==> config.mk <==
export PLATFORM = sky130hd
export DESIGN_NAME = pwm_multi_ch
export DESIGN_NICKNAME = d
export VERILOG_FILES = /design/src/rtl/pwm_multi_ch.sv
export SDC_FILE = /design/constraint.sdc
export NUM_CORES = 1
export LEC_CHECK = 0
export ABC_CLOCK_PERIOD_IN_PS = 5600
export CAP_MARGIN = 20
export CORE_MARGIN = 2
export CORE_UTILIZATION = 60
export DETAILED_ROUTE_END_ITERATION = 16
export GPL_ROUTABILITY_DRIVEN = 0
export MAX_ROUTING_LAYER = met4
export PLACE_DENSITY = 0.86
export SYNTH_ARGS = -nofsm -noshare
export SYNTH_HDL_FRONTEND = slang
export SYNTH_SLANG_ARGS = --single-unit
==> constraint.sdc <==
create_clock -name clk -period 5.6 [get_ports clk]
set_clock_uncertainty 0.2 [all_clocks]
set_input_delay 0.84 -clock clk [delete_from_list [all_inputs] [get_ports clk]]
set_output_delay 0.84 -clock clk [all_outputs]
set_load 0.05 [all_outputs]
==> src/rtl/pwm_multi_ch.sv <==
// rtl/pwm_multi_ch.sv - multi-channel PWM with debounced inc/dec duty buttons
//
// CH independent PWM outputs share one period counter. Duty targets are
// adjusted by debounced push-buttons on the channel picked by ch_sel and
// are copied into the active duty registers only at a period boundary.
// Edge- or center-aligned modulation is chosen by mode at a boundary.
//
// Ports:
//   clk       system clock
//   rst_n     asynchronous active-low reset
//   ena       clock enable; when low every register holds
//   btn_inc   raw asynchronous increase button, active high
//   btn_dec   raw asynchronous decrease button, active high
//   ch_sel    channel targeted by button events (values >= CH ignored)
//   mode      0 = edge-aligned, 1 = center-aligned
//   pwm_out   registered PWM outputs, one per channel
//   pwm_sync  one-cycle pulse at every period start
module pwm_multi_ch #(
  parameter int PERIOD    = 10,
  parameter int CH        = 4,
  parameter int STEP      = 1,
  parameter int DUTY_INIT = 5,
  parameter int DEB_DIV   = 25000000,
  localparam int DW  = $clog2(PERIOD + 1),
  localparam int CW  = $clog2(2 * PERIOD),
  localparam int SW  = (CH > 1) ? $clog2(CH) : 1,
  localparam int DVW = $clog2(DEB_DIV)
) (
  input  logic          clk,
  input  logic          rst_n,
  input  logic          ena,
  input  logic          btn_inc,
  input  logic          btn_dec,
  input  logic [SW-1:0] ch_sel,
  input  logic          mode,
  output logic [CH-1:0] pwm_out,
  output logic          pwm_sync
);

  // Debounce tick divider
  logic [DVW-1:0] div;
  logic           tick;

  assign tick = (div == DVW'(DEB_DIV - 1));

  always_ff @(posedge clk or negedge rst_n) begin
    if (!rst_n) begin
      div <= '0;
    end else if (ena) begin
      div <= tick ? '0 : div + DVW'(1);
    end
  end

  // Button synchronisers and debouncers
  logic [1:0] inc_sync, dec_sync;
  logic [1:0] inc_samp, dec_samp;
  logic       inc_deb, dec_deb;
  logic       inc_deb_q, dec_deb_q;
  logic       inc_ev, dec_ev;

  // Level follows the samples only when both agree; disagreement holds it.
  function automatic logic deb_next(input logic [1:0] s, input logic cur);
    if (s == 2'b11)      return 1'b1;
    else if (s == 2'b00) return 1'b0;
    else                 return cur;
  endfunction

  always_ff @(posedge clk or negedge rst_n) begin
    if (!rst_n) begin
      inc_sync  <= '0;
      dec_sync  <= '0;
      inc_samp  <= '0;
      dec_samp  <= '0;
      inc_deb   <= 1'b0;
      dec_deb   <= 1'b0;
      inc_deb_q <= 1'b0;
      dec_deb_q <= 1'b0;
    end else if (ena) begin
      inc_sync  <= {inc_sync[0], btn_inc};
      dec_sync  <= {dec_sync[0], btn_dec};
      inc_deb_q <= inc_deb;
      dec_deb_q <= dec_deb;
      if (tick) begin
        // The level is decided from the sample pair being loaded this edge,
        // so the event appears one cycle after the second agreeing tick.
        inc_samp <= {inc_samp[0], inc_sync[1]};
        dec_samp <= {dec_samp[0], dec_sync[1]};
        inc_deb  <= deb_next({inc_samp[0], inc_sync[1]}, inc_deb);
        dec_deb  <= deb_next({dec_samp[0], dec_sync[1]}, dec_deb);
      end
    end
  end

  // Events stay asserted while ena is low, so a frozen event is applied
  // on the first enabled edge rather than dropped.
  assign inc_ev = inc_deb & ~inc_deb_q;
  assign dec_ev = dec_deb & ~dec_deb_q;

  // Duty targets and shadowed active duties
  logic [DW-1:0] target [CH];
  logic [DW-1:0] duty   [CH];

  function automatic logic [DW-1:0] inc_sat(input logic [DW-1:0] v);
    if (int'(v) + STEP >= PERIOD) return DW'(PERIOD);
    else                          return DW'(int'(v) + STEP);
  endfunction

  function automatic logic [DW-1:0] dec_sat(input logic [DW-1:0] v);
    if (int'(v) <= STEP) return '0;
    else                 return DW'(int'(v) - STEP);
  endfunction

  always_ff @(posedge clk or negedge rst_n) begin
    if (!rst_n) begin
      for (int i = 0; i < CH; i++) begin
        target[i] <= DW'(DUTY_INIT);
      end
    end else if (ena && (inc_ev ^ dec_ev)) begin
      // Selects outside 0..CH-1 match no channel and are ignored.
      for (int i = 0; i < CH; i++) begin
        if (ch_sel == SW'(i)) begin
          target[i] <= inc_ev ? inc_sat(target[i]) : dec_sat(target[i]);
        end
      end
    end
  end

  // Period counter, mode latch and shadow copy
  logic [CW-1:0] cnt;
  logic [CW-1:0] cnt_last;
  logic          mode_q;
  logic          wrap;

  assign cnt_last = mode_q ? CW'(2 * PERIOD - 1) : CW'(PERIOD - 1);
  assign wrap     = (cnt == cnt_last);

  always_ff @(posedge clk or negedge rst_n) begin
    if (!rst_n) begin
      cnt    <= '0;
      mode_q <= 1'b0;
      for (int i = 0; i < CH; i++) begin
        duty[i] <= DW'(DUTY_INIT);
      end
    end else if (ena) begin
      if (wrap) begin
        cnt    <= '0;
        mode_q <= mode;
        for (int i = 0; i < CH; i++) begin
          duty[i] <= target[i];
        end
      end else begin
        cnt <= cnt + CW'(1);
      end
    end
  end

  // Output decode, registered one cycle behind cnt
  logic [CW-1:0] tri_val;
  logic [CH-1:0] pwm_next;

  // Triangle folds the 2*PERIOD count back so center pulses are symmetric.
  assign tri_val = (cnt < CW'(PERIOD)) ? cnt : CW'(2 * PERIOD - 1) - cnt;

  always_comb begin
    pwm_next = '0;
    for (int i = 0; i < CH; i++) begin
      if (mode_q) pwm_next[i] = (tri_val >= CW'(PERIOD) - CW'(duty[i]));
      else        pwm_next[i] = (cnt < CW'(duty[i]));
    end
  end

  always_ff @(posedge clk or negedge rst_n) begin
    if (!rst_n) begin
      pwm_out  <= '0;
      pwm_sync <= 1'b0;
    end else if (ena) begin
      pwm_out  <= pwm_next;
      pwm_sync <= (cnt == '0);
    end
  end

endmodule

==> results of run 1 <==
==> worst max-delay path, cell delays in order <==
cell	delay (ps)
clkdlybuf4s50_1	770
buf_4	350
nand2_1	130
a211oi_2	600
buf_4	360
mux2_2	370
==> final timing paths <==
path,startpoint,endpoint,slack (ps),cells after the start
worst min register to register,dec_deb_q,dec_deb_q,310,1
worst min-delay path,dec_deb_q,dec_deb_q,310,1
min in group asynchronous,rst_n,duty[11],430,1
worst max register to register,cnt[2],pwm_out[0],2580,9
worst max-delay path,ena,duty[4],2270,6
max in group asynchronous,rst_n,div[16],4170,1
==> placed cells by master (no fill, tap or decap), drive strengths merged, types with 3 or more instances in the layout <==
cell type	count
a211o	6
o22ai	6
a21oi	28
and3	5
nand2b	8
a21o	6
xnor2	21
mux2	15
mux2i	10
nand2	44
ha	55
nor3	23
inv	35
clkdlybuf4s50	11
nor4	6
xor2	16
buf	3
o21ai	31
o21a	5
clkinvlp	3
clkbuf	9
dfstp	16
and4	3
nand3	23
nor2	45
dfrtp	62
a31oi	8
nand4	15
o211ai	3
nor4bb	3
a21boi	6
==> cells by family (layout without fill, tap and decap cells) <==
logic type               after synthesis  after routing  share of synthesized area [%]
flip-flops                            78             78                           37.3
AO/OA/AOI/OAI                        122            122                           15.2
XOR/XNOR                              37             37                           6.49
buffers and inverters                 58             63                           4.31
AND/OR/NAND/NOR                      189            189                           18.5
multiplexers                          25             25                           5.09
adder cells (fa/ha/maj)               55             55                           13.0
==> sequential cells by signal, indices dropped and copies added (netlist names), 2 cells and up <==
signal / count
cnt: 5
dec_sync: 2
div: 25
duty: 16
inc_sync: 2
pwm_out: 4
target: 16
==> per-stage QoR <==
step	total power, mW	util, %	instance area, sq um	worst slack (ps)	hold WS, ps
6_report	2.29	65.2	5630	2270	308
5_1_grt	2.49	65.2	5630	2110	319
4_1_cts	2.29	65.2	5630	2270	302
3_5_place_dp	1.89	63.1	5450	1890	286
3_3_place_gp	1.81	63.1	5450	2030	282
2_1_floorplan	1.60	-	5280	3050	260
==> layer usage <==
metal	up-vias	global-route usage [%]	routed length (um)
li1	2032	-	-
met5	-	-	0
met1	2072	30.7	4880
met2	97	42.2	5590
met4	0	7.59	145
met3	16	5.51	401
==> power breakdown <==
part           internal (mW)  leakage, nW  switching, mW
Combinational          0.472         1.49          0.553
Sequential             0.701        0.956          0.173
Clock                  0.165       0.0824          0.225
==> layout make-up <==
type / count / area, sq um / share of cell area (%)
flip-flops and latches: 78 / 1970 / 35.0
clock inverters: 7 / 57.6 / 1.02
repair buffers: 14 / 133 / 2.36
clock buffers: 9 / 124 / 2.20
inverters: 33 / 124 / 2.20
multi-input cells: 428 / 3090 / 54.8
well taps: 108 / 135 / 2.40
==> results.cfg, run 1 <==
[status]
status = complete, no violations

[clock_tree]
postCtsHoldBufs = 0
h-tree-depth = 3
path_clk_slew_ps = 80
numCtsBuffers = 9
cts.sinks = 78
cts_resized = 0
cts_tree = done
cts_setup_buffers = 0
clock_latency_ps = 360
cts-root-buf = clkbuf_8
ctsLongestPathBuffers = 2

[timing]
setup_viol = 0
fmax_ghz = 0.301
rsz0062_at_grt = false
slew_headroom_pct = 27.4
min_period_ps = 3330
finalHoldViolCount = 0
worst_pin_slew_ps = 1090
finalSetupTns_ps = 0
period_share_pct = 59.4
finalMaxSlewViolations = 0

[synth]
avgSynthCellArea_sq_um = 9.36
yosysTopAreaCellShare_pct = 29.4
seq_area_frac_synth_pct = 37.3
synth_edf_count = 0
netlist_area_sq_um = 5280
synth_most_common_cell = dfrtp_1
yosys-top-cells-count = 62 x dfrtp_1, 55 x ha_1, 45 x nor2_1, 44 x nand2_1, 33 x inv_1
synth_ff_type = dfrtp_1
syn_inst = 564
synth.distinct_cells = 62
yosys.area.top_type = dfrtp_1
yosysWarnings = 0
synthTopCellsByArea = dfrtp_1 29%, ha_1 13%, dfstp_2 8.0%, xnor2_1 3.3%, mux2_2 3.2%
async_reset_ff_share_pct = 100
ys_seq_elements = 78
synth_nets = 627

[layout]
drive_gt1_share_pct = 10.7
fill_cells = 674
synthToLayoutAreaGrowth_pct = 6.64
diodes = 0
layout.nets = 627
stdcell_count = 677

[critical_path]
cp-end-kind = flip-flop
crit_fanout = 21
path_class = in2reg
critPathLaunchType = input pin
worstPathArrival_ps = 3410
required_ps = 5690

[min_path]
hold_class = reg2reg

[detailed_routing]
drcViolationCount = 0
drt_wl_total_mm = 11.0
dr.pass1.iters = 5
drt_iter0_drc = 203
viasPerCell = 6.23
num_vias = 4217
wl_per_cell_um = 16.3
ant_nets = 0

[die]
initial_core_util_pct = 61.1
die_area_sq_um = 9570
die_w_um = 97.8
num_rows = 34
core_sq_um = 8640
die-height_um = 97.8
ios = 13

[grt]
grt-ovfl-total = 0
grt_pass1_wl_mm = 19.3
antenna_found_initial = 0
grt_use_total_pct = 25.1
grt_start_max_net_pins = 79
grt_pass1_vias = 4180

[pwr]
powerDensity_nw_per_um2 = 407
p_leak_nw = 2.53
ir_worst_vdd_uv = 181

[placement]
portBuffers = 12
dp_hpwl_mm = 7.78
place_inst = 661

[job]
maxCapViolCount = 0
(Power assumes the default switching activity.)
==> inputs of run 2 (changes only) <==
Settings changed: ABC_CLOCK_PERIOD_IN_PS 5600 to 2900, CORE_UTILIZATION 60 to 57, PLACE_DENSITY 0.86 to 0.85.
Clock period 5.6 ns to 2.9 ns, I/O delays scaled along.
==> run 2 against run 1 <==
  * Critical endpoint is now target[9]
  * Global-route usage is 0.14 points lower
  * Largest cell class unchanged
  * Design area is 2.7% higher
  * Die area is 5.0% higher
  * Via count is 1.2% higher
  * Utilization is 1.7 points lower
==> results.cfg, run 2 (synthesis results as in run 1) <==
[detailed_routing]
num_vias = 4267
wl_per_cell_um = 16.5
drt_iter0_drc = 229
drcViolationCount = 0
viasPerCell = 6.18
dr.pass1.iters = 5
ant_nets = 0
drt_wl_total_mm = 11.4

[critical_path]
r2r_end = target[9]
path_cells = inv_1 -> ha_1 -> or3b_2 -> a31oi_1 -> nor4_1 -> a2111oi_1 -> a21oi_1
rr_startpoint = target[8]
required_ps = 2920
crit_fanout = 10
cp-end-kind = flip-flop
r2r_cells = 7
slowest_delay_ps = 640
cpMaxStageDelayCell = dfstp_2
r2r_setup_slack_ps = 220
path_class = reg2reg
worstPathArrival_ps = 2700
critPathLaunchType = flip-flop

[status]
status = complete, no violations

[placement]
portBuffers = 12
dp_hpwl_mm = 8.17
place_inst = 675

[grt]
grt-ovfl-total = 0
grt_use_total_pct = 25.0
grt_pass1_wl_mm = 19.7
grt_start_max_net_pins = 79
grt_pass1_vias = 4341
antenna_found_initial = 0

[timing]
fmax_ghz = 0.373
min_period_ps = 2680
finalHoldViolCount = 0
setup_viol = 0
worst_pin_slew_ps = 962
rsz0062_at_grt = false
slew_headroom_pct = 35.9
finalMaxSlewViolations = 0
period_share_pct = 92.4
whs_ps = 31.9
finalSetupTns_ps = 0

[layout]
drive_gt1_share_pct = 12.4
fill_cells = 701
largest_reg_flops = 25
layout_common_cells = 62 x dfrtp_1, 55 x ha_1, 45 x nor2_1
synthToLayoutAreaGrowth_pct = 9.50
final_common_cell = dfrtp_1
top_register = div
diodes = 0
stdcell_count = 691
layout.nets = 638
reg_top3 = div x25, duty x16, target x16

[min_path]
hold_class = in2async

[die]
core_sq_um = 9110
die-height_um = 100
die_area_sq_um = 10000
initial_core_util_pct = 58.0
die_w_um = 100
num_rows = 35
ios = 13

[pwr]
powerDensity_nw_per_um2 = 816
ir_worst_vdd_uv = 479
p_leak_nw = 2.63

[clock_tree]
cts_tree = done
ctsLongestPathBuffers = 2
cts-root-buf = clkbuf_8
postCtsHoldBufs = 0
path_clk_slew_ps = 90
numCtsBuffers = 9
h-tree-depth = 3
cts.sinks = 78
clock_latency_ps = 350

[job]
maxCapViolCount = 0
[run 2: cell count changes in the layout (fill, tap and decap cells not counted)]
cell and change:
a2111oi_0 -1, bufinv_16 +3, clkinvlp_4 -3, inv_6 -1, a2111oi_1 +1, buf_4 +11
clkinv_2 +1
[run 2: worst max-delay path by stage]
stage                     slack (ps)       from    endpoint  cells after the start
after floorplan                  350  target[8]   target[9]                      8
after global placement           380     cnt[2]  pwm_out[2]                      9
after detailed placement         230  target[8]   target[9]                      7
after CTS                        230  target[8]   target[9]                      7
after global routing              70  target[8]   target[9]                      7
final                            220  target[8]   target[9]                      7
[run 2: stage by stage]
| step | util, % | power (mW) | worst slack, ps | cell area, sq um |
|---|---|---|---|---|
| 4_1_cts | 63.5 | 4.74 | 226 | 5780 |
| 3_3_place_gp | 60.8 | 3.58 | 376 | 5540 |
| 3_5_place_dp | 60.8 | 3.72 | 232 | 5540 |
| 5_1_grt | 63.5 | 5.10 | 68.5 | 5780 |
| 6_report | 63.5 | 4.72 | 219 | 5780 |
| 2_1_floorplan | - | 3.09 | 348 | 5280 |
[run 2: cell type report]
| cell class | instances | area [sq um] | area share [%] |
|---|---|---|---|
| Clock buffer | 9 | 124 | 2.14 |
| Inverter | 33 | 124 | 2.14 |
| Clock inverter | 7 | 121 | 2.10 |
| Timing Repair Buffer | 25 | 215 | 3.72 |
| Multi-Input combinational cell | 428 | 3090 | 53.4 |
| Sequential cell | 78 | 1970 | 34.1 |
| Tap cell | 111 | 139 | 2.40 |
[run 2: repair_timing]
item	in CTS	in global routing
gates resized for setup	0	1
endpoints found under the setup margin	0	1
setup buffers	0	0
[run 2: worst max-delay path: cells and delay by family (launching register included)]
family          cells  cell delay, ps
fa+ha+maj           1             370
flops               1             640
simple gates        2             550
buf+inv             1              80
compound gates      3             700
[run 2: report_power, final]
group | internal, mW | switching [mW]
Combinational | 0.962 | 1.11
Clock | 0.576 | 0.416
Sequential | 1.36 | 0.293
Total | 2.89 | 1.82
[run 2: per-layer routing]
metal | GRT usage, % | share of wire, % | vias to the layer above
met2 | 42.0 | 51 | 129
li1 | - | - | 2052
met1 | 30.8 | 43 | 2067
met3 | 4.25 | 4.7 | 19
met4 | 8.22 | 1.8 | 0
met5 | - | 0 | -
